--- config.mk ---
export PLATFORM = sky130hd
export DESIGN_NAME = lsu_apb_dmem
export DESIGN_NICKNAME = d
export VERILOG_FILES = /design/src/rtl/lsu_pkg.sv /design/src/rtl/lsu_dmem_sram.sv /design/src/rtl/lsu_apb_dmem.sv
export SDC_FILE = /design/constraint.sdc
export NUM_CORES = 2
export LEC_CHECK = 0
export BUFFER_PORTS_ARGS = -buffer_cell sky130_fd_sc_hd__buf_2
export CORE_ASPECT_RATIO = 1.5
export CORE_UTILIZATION = 65
export CTS_CLUSTER_SIZE = 30
export DETAILED_ROUTE_END_ITERATION = 16
export HOLD_SLACK_MARGIN = 0.08
export PLACE_DENSITY = 0.8
export SLEW_MARGIN = 5
export SYNTH_ARGS = -nofsm -noshare
export SYNTH_HDL_FRONTEND = slang
export SYNTH_SLANG_ARGS = --single-unit
--- constraint.sdc ---
create_clock -name clk_i -period 8.43 [get_ports clk_i]
set_input_delay 0 -clock clk_i [delete_from_list [all_inputs] [get_ports clk_i]]
set_output_delay 0 -clock clk_i [all_outputs]
set_load 0.01 [all_outputs]
--- src/rtl/lsu_pkg.sv ---
// rtl/lsu_pkg.sv - shared funct3 codes, FSM states and decode helpers for the LSU data memory
package lsu_pkg;

  localparam logic [2:0] F_B  = 3'b000;
  localparam logic [2:0] F_H  = 3'b001;
  localparam logic [2:0] F_W  = 3'b010;
  localparam logic [2:0] F_BU = 3'b100;
  localparam logic [2:0] F_HU = 3'b101;

  typedef enum logic [1:0] {S_IDLE, S_ACC0, S_ACC1, S_RESP} state_t;

  function automatic logic [2:0] size_of(input logic [2:0] funct);
    case (funct)
      F_B, F_BU: return 3'd1;
      F_H, F_HU: return 3'd2;
      default:   return 3'd4;
    endcase
  endfunction

  function automatic logic is_legal(input logic [2:0] funct, input logic write);
    case (funct)
      F_B, F_H, F_W: return 1'b1;
      F_BU, F_HU:    return !write;
      default:       return 1'b0;
    endcase
  endfunction

endpackage

--- src/rtl/lsu_dmem_sram.sv ---
// rtl/lsu_dmem_sram.sv - single-port word SRAM with byte enables and one-cycle registered read
module lsu_dmem_sram #(
  parameter int DEPTH_WORDS = 64,
  parameter int AW          = 6
) (
  input  logic          clk,
  input  logic          en,
  input  logic          we,
  input  logic [3:0]    be,
  input  logic [AW-1:0] addr,
  input  logic [31:0]   wdata,
  output logic [31:0]   rdata
);

  logic [31:0] mem [DEPTH_WORDS];

  // rdata only changes on a read, so it holds the last read word until the next one
  always_ff @(posedge clk) begin
    if (en) begin
      if (we) begin
        for (int b = 0; b < 4; b++) begin
          if (be[b]) mem[addr][8*b +: 8] <= wdata[8*b +: 8];
        end
      end else begin
        rdata <= mem[addr];
      end
    end
  end

endmodule

--- src/rtl/lsu_apb_dmem.sv ---
// rtl/lsu_apb_dmem.sv - APB-slave data memory for the LSU; splits word-crossing accesses into two SRAM ops
module lsu_apb_dmem
  import lsu_pkg::*;
#(
  parameter int DEPTH_WORDS = 64,
  parameter int ADDR_W      = 10,
  parameter int MISALIGN_EN = 1
) (
  input  logic              clk_i,
  input  logic              rst_i,
  input  logic              psel_i,
  input  logic              penable_i,
  input  logic              pwrite_i,
  input  logic [ADDR_W-1:0] paddr_i,
  input  logic [31:0]       pwdata_i,
  input  logic [2:0]        pfunct_code_i,
  output logic [31:0]       prdata_o,
  output logic              pready_o,
  output logic              pslverr_o
);

  localparam int AW = $clog2(DEPTH_WORDS);

  state_t state, state_n;

  logic [AW-1:0] widx_q;
  logic [1:0]    off_q;
  logic [2:0]    funct_q;
  logic          write_q;
  logic [31:0]   wdata_q;
  logic          err_q;
  logic          span_q;
  logic [31:0]   lowbuf_q;

  logic          sram_en, sram_we;
  logic [3:0]    sram_be;
  logic [AW-1:0] sram_addr;
  logic [31:0]   sram_wdata, sram_rdata;

  // Request decode, evaluated on the setup cycle so errors are known before any SRAM op
  logic              setup;
  logic [ADDR_W-1:0] widx_in;
  logic [3:0]        end_in;
  logic              span_in, err_in;

  assign setup   = psel_i & ~penable_i;
  assign widx_in = {2'b00, paddr_i[ADDR_W-1:2]};
  assign end_in  = {2'b00, paddr_i[1:0]} + {1'b0, size_of(pfunct_code_i)};
  assign span_in = end_in > 4'd4;
  assign err_in  = !is_legal(pfunct_code_i, pwrite_i)
                || (widx_in >= ADDR_W'(DEPTH_WORDS))
                || (span_in && ((MISALIGN_EN == 0)
                                || (widx_in + ADDR_W'(1) >= ADDR_W'(DEPTH_WORDS))));

  logic [63:0] data64;
  logic [7:0]  strb8;
  logic [3:0]  base_strb;
  logic [63:0] raw64;
  logic [31:0] ld_word;

  always_comb begin
    base_strb = 4'b1111;
    case (size_of(funct_q))
      3'd1:    base_strb = 4'b0001;
      3'd2:    base_strb = 4'b0011;
      default: base_strb = 4'b1111;
    endcase
  end

  assign data64  = {32'b0, wdata_q} << {off_q, 3'b000};
  assign strb8   = {4'b0000, base_strb} << off_q;
  assign raw64   = span_q ? {sram_rdata, lowbuf_q} : {32'b0, sram_rdata};
  assign ld_word = 32'(raw64 >> {off_q, 3'b000});

  always_ff @(posedge clk_i or posedge rst_i) begin
    if (rst_i) begin
      state    <= S_IDLE;
      widx_q   <= '0;
      off_q    <= '0;
      funct_q  <= '0;
      write_q  <= 1'b0;
      wdata_q  <= '0;
      err_q    <= 1'b0;
      span_q   <= 1'b0;
      lowbuf_q <= '0;
    end else begin
      state <= state_n;
      if (state == S_IDLE && setup) begin
        widx_q  <= paddr_i[AW+1:2];
        off_q   <= paddr_i[1:0];
        funct_q <= pfunct_code_i;
        write_q <= pwrite_i;
        wdata_q <= pwdata_i;
        err_q   <= err_in;
        span_q  <= span_in;
      end
      if (state == S_ACC1) lowbuf_q <= sram_rdata;
    end
  end

  always_comb begin
    state_n    = state;
    sram_en    = 1'b0;
    sram_we    = 1'b0;
    sram_be    = 4'b0000;
    sram_addr  = widx_q;
    sram_wdata = '0;
    pready_o   = 1'b0;
    pslverr_o  = 1'b0;
    prdata_o   = '0;
    case (state)
      S_IDLE: begin
        if (setup) state_n = err_in ? S_RESP : S_ACC0;
      end
      S_ACC0: begin
        sram_en    = 1'b1;
        sram_we    = write_q;
        sram_be    = strb8[3:0];
        sram_wdata = data64[31:0];
        state_n    = span_q ? S_ACC1 : S_RESP;
      end
      S_ACC1: begin
        sram_en    = 1'b1;
        sram_we    = write_q;
        sram_be    = strb8[7:4];
        sram_addr  = widx_q + AW'(1);
        sram_wdata = data64[63:32];
        state_n    = S_RESP;
      end
      S_RESP: begin
        pready_o  = 1'b1;
        pslverr_o = err_q;
        if (!err_q && !write_q) begin
          case (funct_q)
            F_B:     prdata_o = {{24{ld_word[7]}}, ld_word[7:0]};
            F_H:     prdata_o = {{16{ld_word[15]}}, ld_word[15:0]};
            F_BU:    prdata_o = {24'b0, ld_word[7:0]};
            F_HU:    prdata_o = {16'b0, ld_word[15:0]};
            default: prdata_o = ld_word;
          endcase
        end
        state_n = S_IDLE;
      end
      default: state_n = S_IDLE;
    endcase
  end

  lsu_dmem_sram #(
    .DEPTH_WORDS(DEPTH_WORDS),
    .AW         (AW)
  ) u_sram (
    .clk  (clk_i),
    .en   (sram_en),
    .we   (sram_we),
    .be   (sram_be),
    .addr (sram_addr),
    .wdata(sram_wdata),
    .rdata(sram_rdata)
  );

endmodule

* Word-level counts from Yosys, hierarchy flattened *
Memory sizes are Yosys's and may differ from the RTL's. A register that Yosys moved wholly into a read port is not among the register bits.
Index checks and enable logic that the tools add are counted.
Widths: inputs -> output; s select.

storage, ports and cells
  bits in registers = 80
  memory bits (writable) = 2048
  input bits = 50
  output and inout bits = 34
  logic and storage cells = 90
  memories kept = 1

memory list
  name        depth  width  rd ports  clocked after memory_dff  write ports  RTL line             RTL
  u_sram.mem  64     32     1         1                         1            lsu_dmem_sram.sv:15  logic [31:0] mem [DEPTH_WORDS];

cells by class
  add/sub/neg operators = 3
  order comparisons = 3
  equal/unequal tests = 13
  shifts and indexed selects = 3
  mux-type cells = 35
  bitwise operators = 3
  reductions and logical operators = 20

operator list
  kind                 count
  $pmux 32 s4          1
  $mux 32              2
  $mux 64              1
  $pmux 32 s2          1
  $shl 32x5->64        1
  $shr 64x5->32        1
  $mux 1               21
  $pmux 4 s2           2
  $eq 3x3->1 const B   4
  $pmux 3 s2           2
  $reduce_or 2->1      6
  $add 8x1->9 const B  1
  $eq 3x1->1 const B   3
  $ge 9x7->1 const B   1
  $ge 8x7->1 const B   1
  $pmux 2 s4           1
  $shl 4x2->8          1
  $add 6x1->6 const B  1
  $eq 3x2->1 const B   2
  $logic_not 3->1      2
  $mux 6               1
  $add 2x3->4          1
  $eq 2x2->1 const B   2
  $gt 4x3->1 const B   1
  12 further kinds     20

* Longest topological paths before layout *
  depth in word-level cells = 11
  gate-level depth with buffers = 12
  depth with buffers taken out = 9

* Hierarchy *
Synthesis repeated with hierarchy kept, for this count alone.

second synthesis, totals
  cells, all modules = 5267
  area, all modules = 85789.8 um^2

modules (own cells, without submodules)
  module         times used  cells each  area an instance (um^2)  sequential area each (um^2)
  lsu_dmem_sram  1           4670        79657.6                  62459.9
  lsu_apb_dmem   1           597         6132.1                   2001.9

* Worst setup path before layout *
Ideal clock, no wire load.

  path kind = flip-flop to flip-flop
  start = register off_q[0]
  end = memory u_sram.mem[0][30] (data pin)
  setup time = 721 ps
  data arrival time = 4415 ps
  data required time = 7709 ps
  setup slack = 3294 ps
  stages on the path, launching flop included = 7
  buffers on the path = 4
  cells stage by stage = dfrtp_1 buf_2 buf_1 clkbuf_1 buf_1 nor2_1 a211oi_1

between the ends
  word-level cells in the longest chain between the ends = 2

RTL lines
  item                      RTL line             RTL
  start: declaration        lsu_apb_dmem.sv:27   logic [1:0] off_q;
  start signal: assignment  lsu_apb_dmem.sv:90   off_q <= paddr_i[1:0];
  $shl 32x5->64             lsu_apb_dmem.sv:70   assign data64 = {32'b0, wdata_q} << {off_q, 3'b000};
  $pmux 32 s2               lsu_apb_dmem.sv:111  case (state)
  net sram_wdata[30]        lsu_apb_dmem.sv:38   logic [31:0] sram_wdata, sram_rdata;
  end: declaration          lsu_dmem_sram.sv:15

The timed path passes the listed nets, and every way through them passes these cells.

* Final worst setup path *
  start = register state[0]
  end = register u_sram.rdata[1] (read register of u_sram.mem) (data pin)

between the ends
  word-level cells in the longest chain between the ends = 5
  elaborated cells on any way between the ends = 8
  classes of those cells = 2 x eq/ne; 3 x mux; 1 x bitwise; 2 x reduce/logical

RTL lines
  item                                      RTL line             RTL
  start: declaration                        lsu_apb_dmem.sv:24   state_t state, state_n;
  start signal: assignment                  lsu_apb_dmem.sv:87   state <= state_n;
  $eq 2x2->1 or $eq 2x1->1 (tied branches)  lsu_apb_dmem.sv:111
  $reduce_or 2->1 (no source line)          -
  $mux 1                                    lsu_apb_dmem.sv:111
  $not 1->1 (no source line)                -
  $reduce_and 2->1 (no source line)         -
  end: declaration                          lsu_dmem_sram.sv:12  output logic [31:0] rdata

Parallel ways exist; a longest one is shown, timed or not.
A chain may end at the register's enable or synchronous reset.

==> flow_summary.ini <==
[worst_setup_path]
slowest_delay_ps = 760
cp.depth = 10
reg2reg_depth = 10
start_kind = flip-flop
crit_top_cell = o21ai_0
path_max_fanout = 139
crit_chain = inv_1, ha_2, xnor2_2, buf_12, buf_4, mux2i_1, o22ai_1, o21ai_0, o21ai_0, or4_1
required_ps = 8970
critPathKind = reg2reg
end_kind = flip-flop
cp_data_arrival_time_ps = 5820
crit_buf_inv = 3
slowest_stage = buf_4
critPathTopFamily = buffers and inverters

[layout]
seq_area_sq_mm = 0.06447
area_delta_synth_final_pct = 10.25
n_fill_cell = 7465
multi_input_area_sq_mm = 0.02064
final_util_pct = 72.32
drive_gt1_share_pct = 10.71
nets = 5386

[yosys]
synth_xor_area_share_pct = 0.07975
avgSynthCellArea_sq_um = 16.55
synth_mux_area_share_pct = 14.02
synthCells = 5213
ys_warn_count = 0
yosys.area_share.simple_pct = 2.922
synth_compound_area_share_pct = 6.399
synth_area_leaders = edfxtp_1 72%, mux2i_1 13%, o22ai_1 3.8%
yosys.area_share.adder_pct = 0.1247
ys_top_cells_by_count = 2080 x edfxtp_1, 1084 x mux2i_1, 522 x o22ai_1
synth_most_common_cell = edfxtp_1
yosysUniqueCellTypes = 48
synth_top_area_cell = edfxtp_1
synth_top_area_share_pct = 72.38
synth_top_family_by_area = multiplexers
synth_nets = 5271
synth-edff-count = 2080
synth.cell_area_sq_mm = 0.08629
async_flop_share_pct = 3.704
synthFlopType = edfxtp_1
ys_ff_latch = 2160
yosysSeqAreaShare_pct = 74.70

[sta]
rsz0062_at_grt = false
fmax_mhz = 189.6
slew_viol_final = 0
final.min_clock_period_ps = 5274
finalCritPeriodShare_pct = 62.57
hold_viol = 0
timing.final.ws_setup_ps = 3156
finalSetupViolations = 0
worstMarginPinSlew_ps = 1197
fin_tns_setup_ps = 0
maxSlewHeadroom_pct = 20.14
fin_skew_ps = 46.87
timing.hold.ws_ps = 234.3

[placement]
gp_congestion = 0.8722
dpl.hpwl_mm = 118.6
dp_slack_ps = 3398
io_buffers = 83

[floorplan]
fp.dieH_um = 448.2
start_util_pct = 65.60
io_pins = 84
fp.dieW_um = 299.5
fp-row-count = 163
fp.dieArea_sq_mm = 0.1342
fp.coreArea_sq_mm = 0.1315

[power]
p_leak_nw = 34.12
ir_drop_mv = 0.5381
power.density_mw_per_mm2 = 393.2

[clock_network]
cts_tree = built
cts_buffers = 180
root_buffer = clkbuf_16
cts_resized = 0
htreeDepth = 4
clkTransAtPathRegs_ps = 70
worstSkewPairLatency_ps = 830
clockBufferDepth = 3
cts_sinks = 2160
postCtsSetupBuffers = 0

[min_path]
hold_path_class = in2async

[routing]
wl_mm = 208.6
ant_nets = 0
vias_per_cell = 6.708
drc = 0
vias = 48401
wire_per_inst_um = 28.92
drtIter0Drc = 5757
dr.pass1.iters = 8

[run]
cap_violations = 0

[global_route]
grt_pass1_vias = 48197
grt_max_degree = 153
grt.overflow.total = 0
grt_pass1_wl_mm = 303.5
grt_use_total_pct = 30.87
antenna_found_initial = 6

[status]
status = completed
## through the flow
step           cell area [sq um]  power [mW]  std cells
6_report                   95140       37.41       7215
2_1_floorplan              86290       24.21       5213
3_5_place_dp               88510       29.08       6783
4_1_cts                    95130       37.08       7211
5_1_grt                    95130       38.42       7212
3_3_place_gp               88510       28.76       6783
## state kept, by name, indices dropped and copies added, names as in the netlist
signal / count
off_q: 2
span_q: 1
u_sram.rdata: 32
state: 2
funct_q: 3
u_sram.mem: 2048
wdata_q: 32
widx_q: 6
err_q: 1
write_q: 1
lowbuf_q: 32
## power by group
| part | switching, mW | leakage, nW | total [mW] | internal, mW |
|---|---|---|---|---|
| combinational | 10.1 | 11.0 | 15.5 | 5.39 |
| clock | 3.76 | 2.77 | 8.07 | 4.31 |
| sequential | 0.544 | 20.3 | 13.8 | 13.3 |
## cell families (layout without fill, tap and decap cells)
kind of cell | after synthesis | after routing
muxes | 1186 | 1186
AOI/OAI and AO/OA | 923 | 923
other | 0 | 4
DFF | 2160 | 2160
adders and majority gates | 8 | 8
xor gates and xnor gates | 7 | 7
buffers and inverters | 339 | 605
and+or+nand+nor | 590 | 590
## worst reg2reg max path, delay by kind of cell, from the launching register on
kind | cells | cell delay (ps)
compound gates | 3 | 1070
xor+xnor | 1 | 650
fa+ha+maj | 1 | 430
buf+inv | 3 | 1690
flops | 1 | 410
mux | 1 | 290
simple gates | 1 | 460
## metal layers
layer	track usage, %	up-vias	wire (um)
met5	0	-	7
met4	16.67	2	11820
met3	5.482	589	19180
met2	51.96	2822	104300
met1	38.28	24225	73320
li1	-	20763	-
## repair_timing
action / in CTS / in global routing
hold endpoints to repair: 127 / 0
endpoints found under the setup margin: 0 / 0
hold buffers: 95 / 0
## final cells by class
class | instances | share of cell area [%]
Multi-Input combinational cell | 2714 | 21.70
Timing Repair Buffer | 263 | 2.265
Clock buffer | 221 | 4.984
Sequential cell | 2160 | 67.76
Inverter | 9 | 0.03682
Antenna cell | 4 | 0.01052
Tap cell | 1732 | 2.278
Clock inverter | 112 | 0.9679
## path summary, 6_finish.rpt
kind,from,endpoint,slack (ps)
min in group clk_i,pfunct_code_i[1],span_q,320
max,state[0],u_sram.rdata[1],3160
min reg2reg,lowbuf_q[16],lowbuf_q[16],510
max in group asynchronous,rst_i,off_q[0],6960
max reg2reg,state[0],u_sram.rdata[1],3160
min,rst_i,lowbuf_q[12],230
## layout by cell type (no fill, tap or decap), types with 8 or more instances in the layout
master | synthesis | final
dlygate4sd3_1 | 0 | 95
o22ai_1 | 522 | 522
and2_2 | 0 | 9
a22oi_1 | 8 | 8
a211oi_4 | 0 | 8
buf_2 | 175 | 83
or2_2 | 9 | 9
nand3_1 | 10 | 10
a22o_1 | 13 | 13
edfxtp_1 | 2080 | 2080
a21oi_1 | 55 | 52
mux4_2 | 9 | 9
nor2_1 | 433 | 431
bufinv_16 | 0 | 9
nor2b_1 | 25 | 9
clkbuf_1 | 129 | 36
o21ai_1 | 76 | 76
buf_12 | 0 | 12
nor2b_4 | 0 | 16
o21ai_0 | 201 | 201
clkbuf_16 | 0 | 183
or4_1 | 32 | 32
buf_4 | 5 | 73
clkinv_2 | 0 | 35
mux2_2 | 93 | 93
clkinv_1 | 0 | 45
mux2i_1 | 1084 | 1084
o22a_1 | 12 | 12
dfrtp_1 | 80 | 79
nand2_1 | 48 | 47
(Power assumes the default switching activity.)
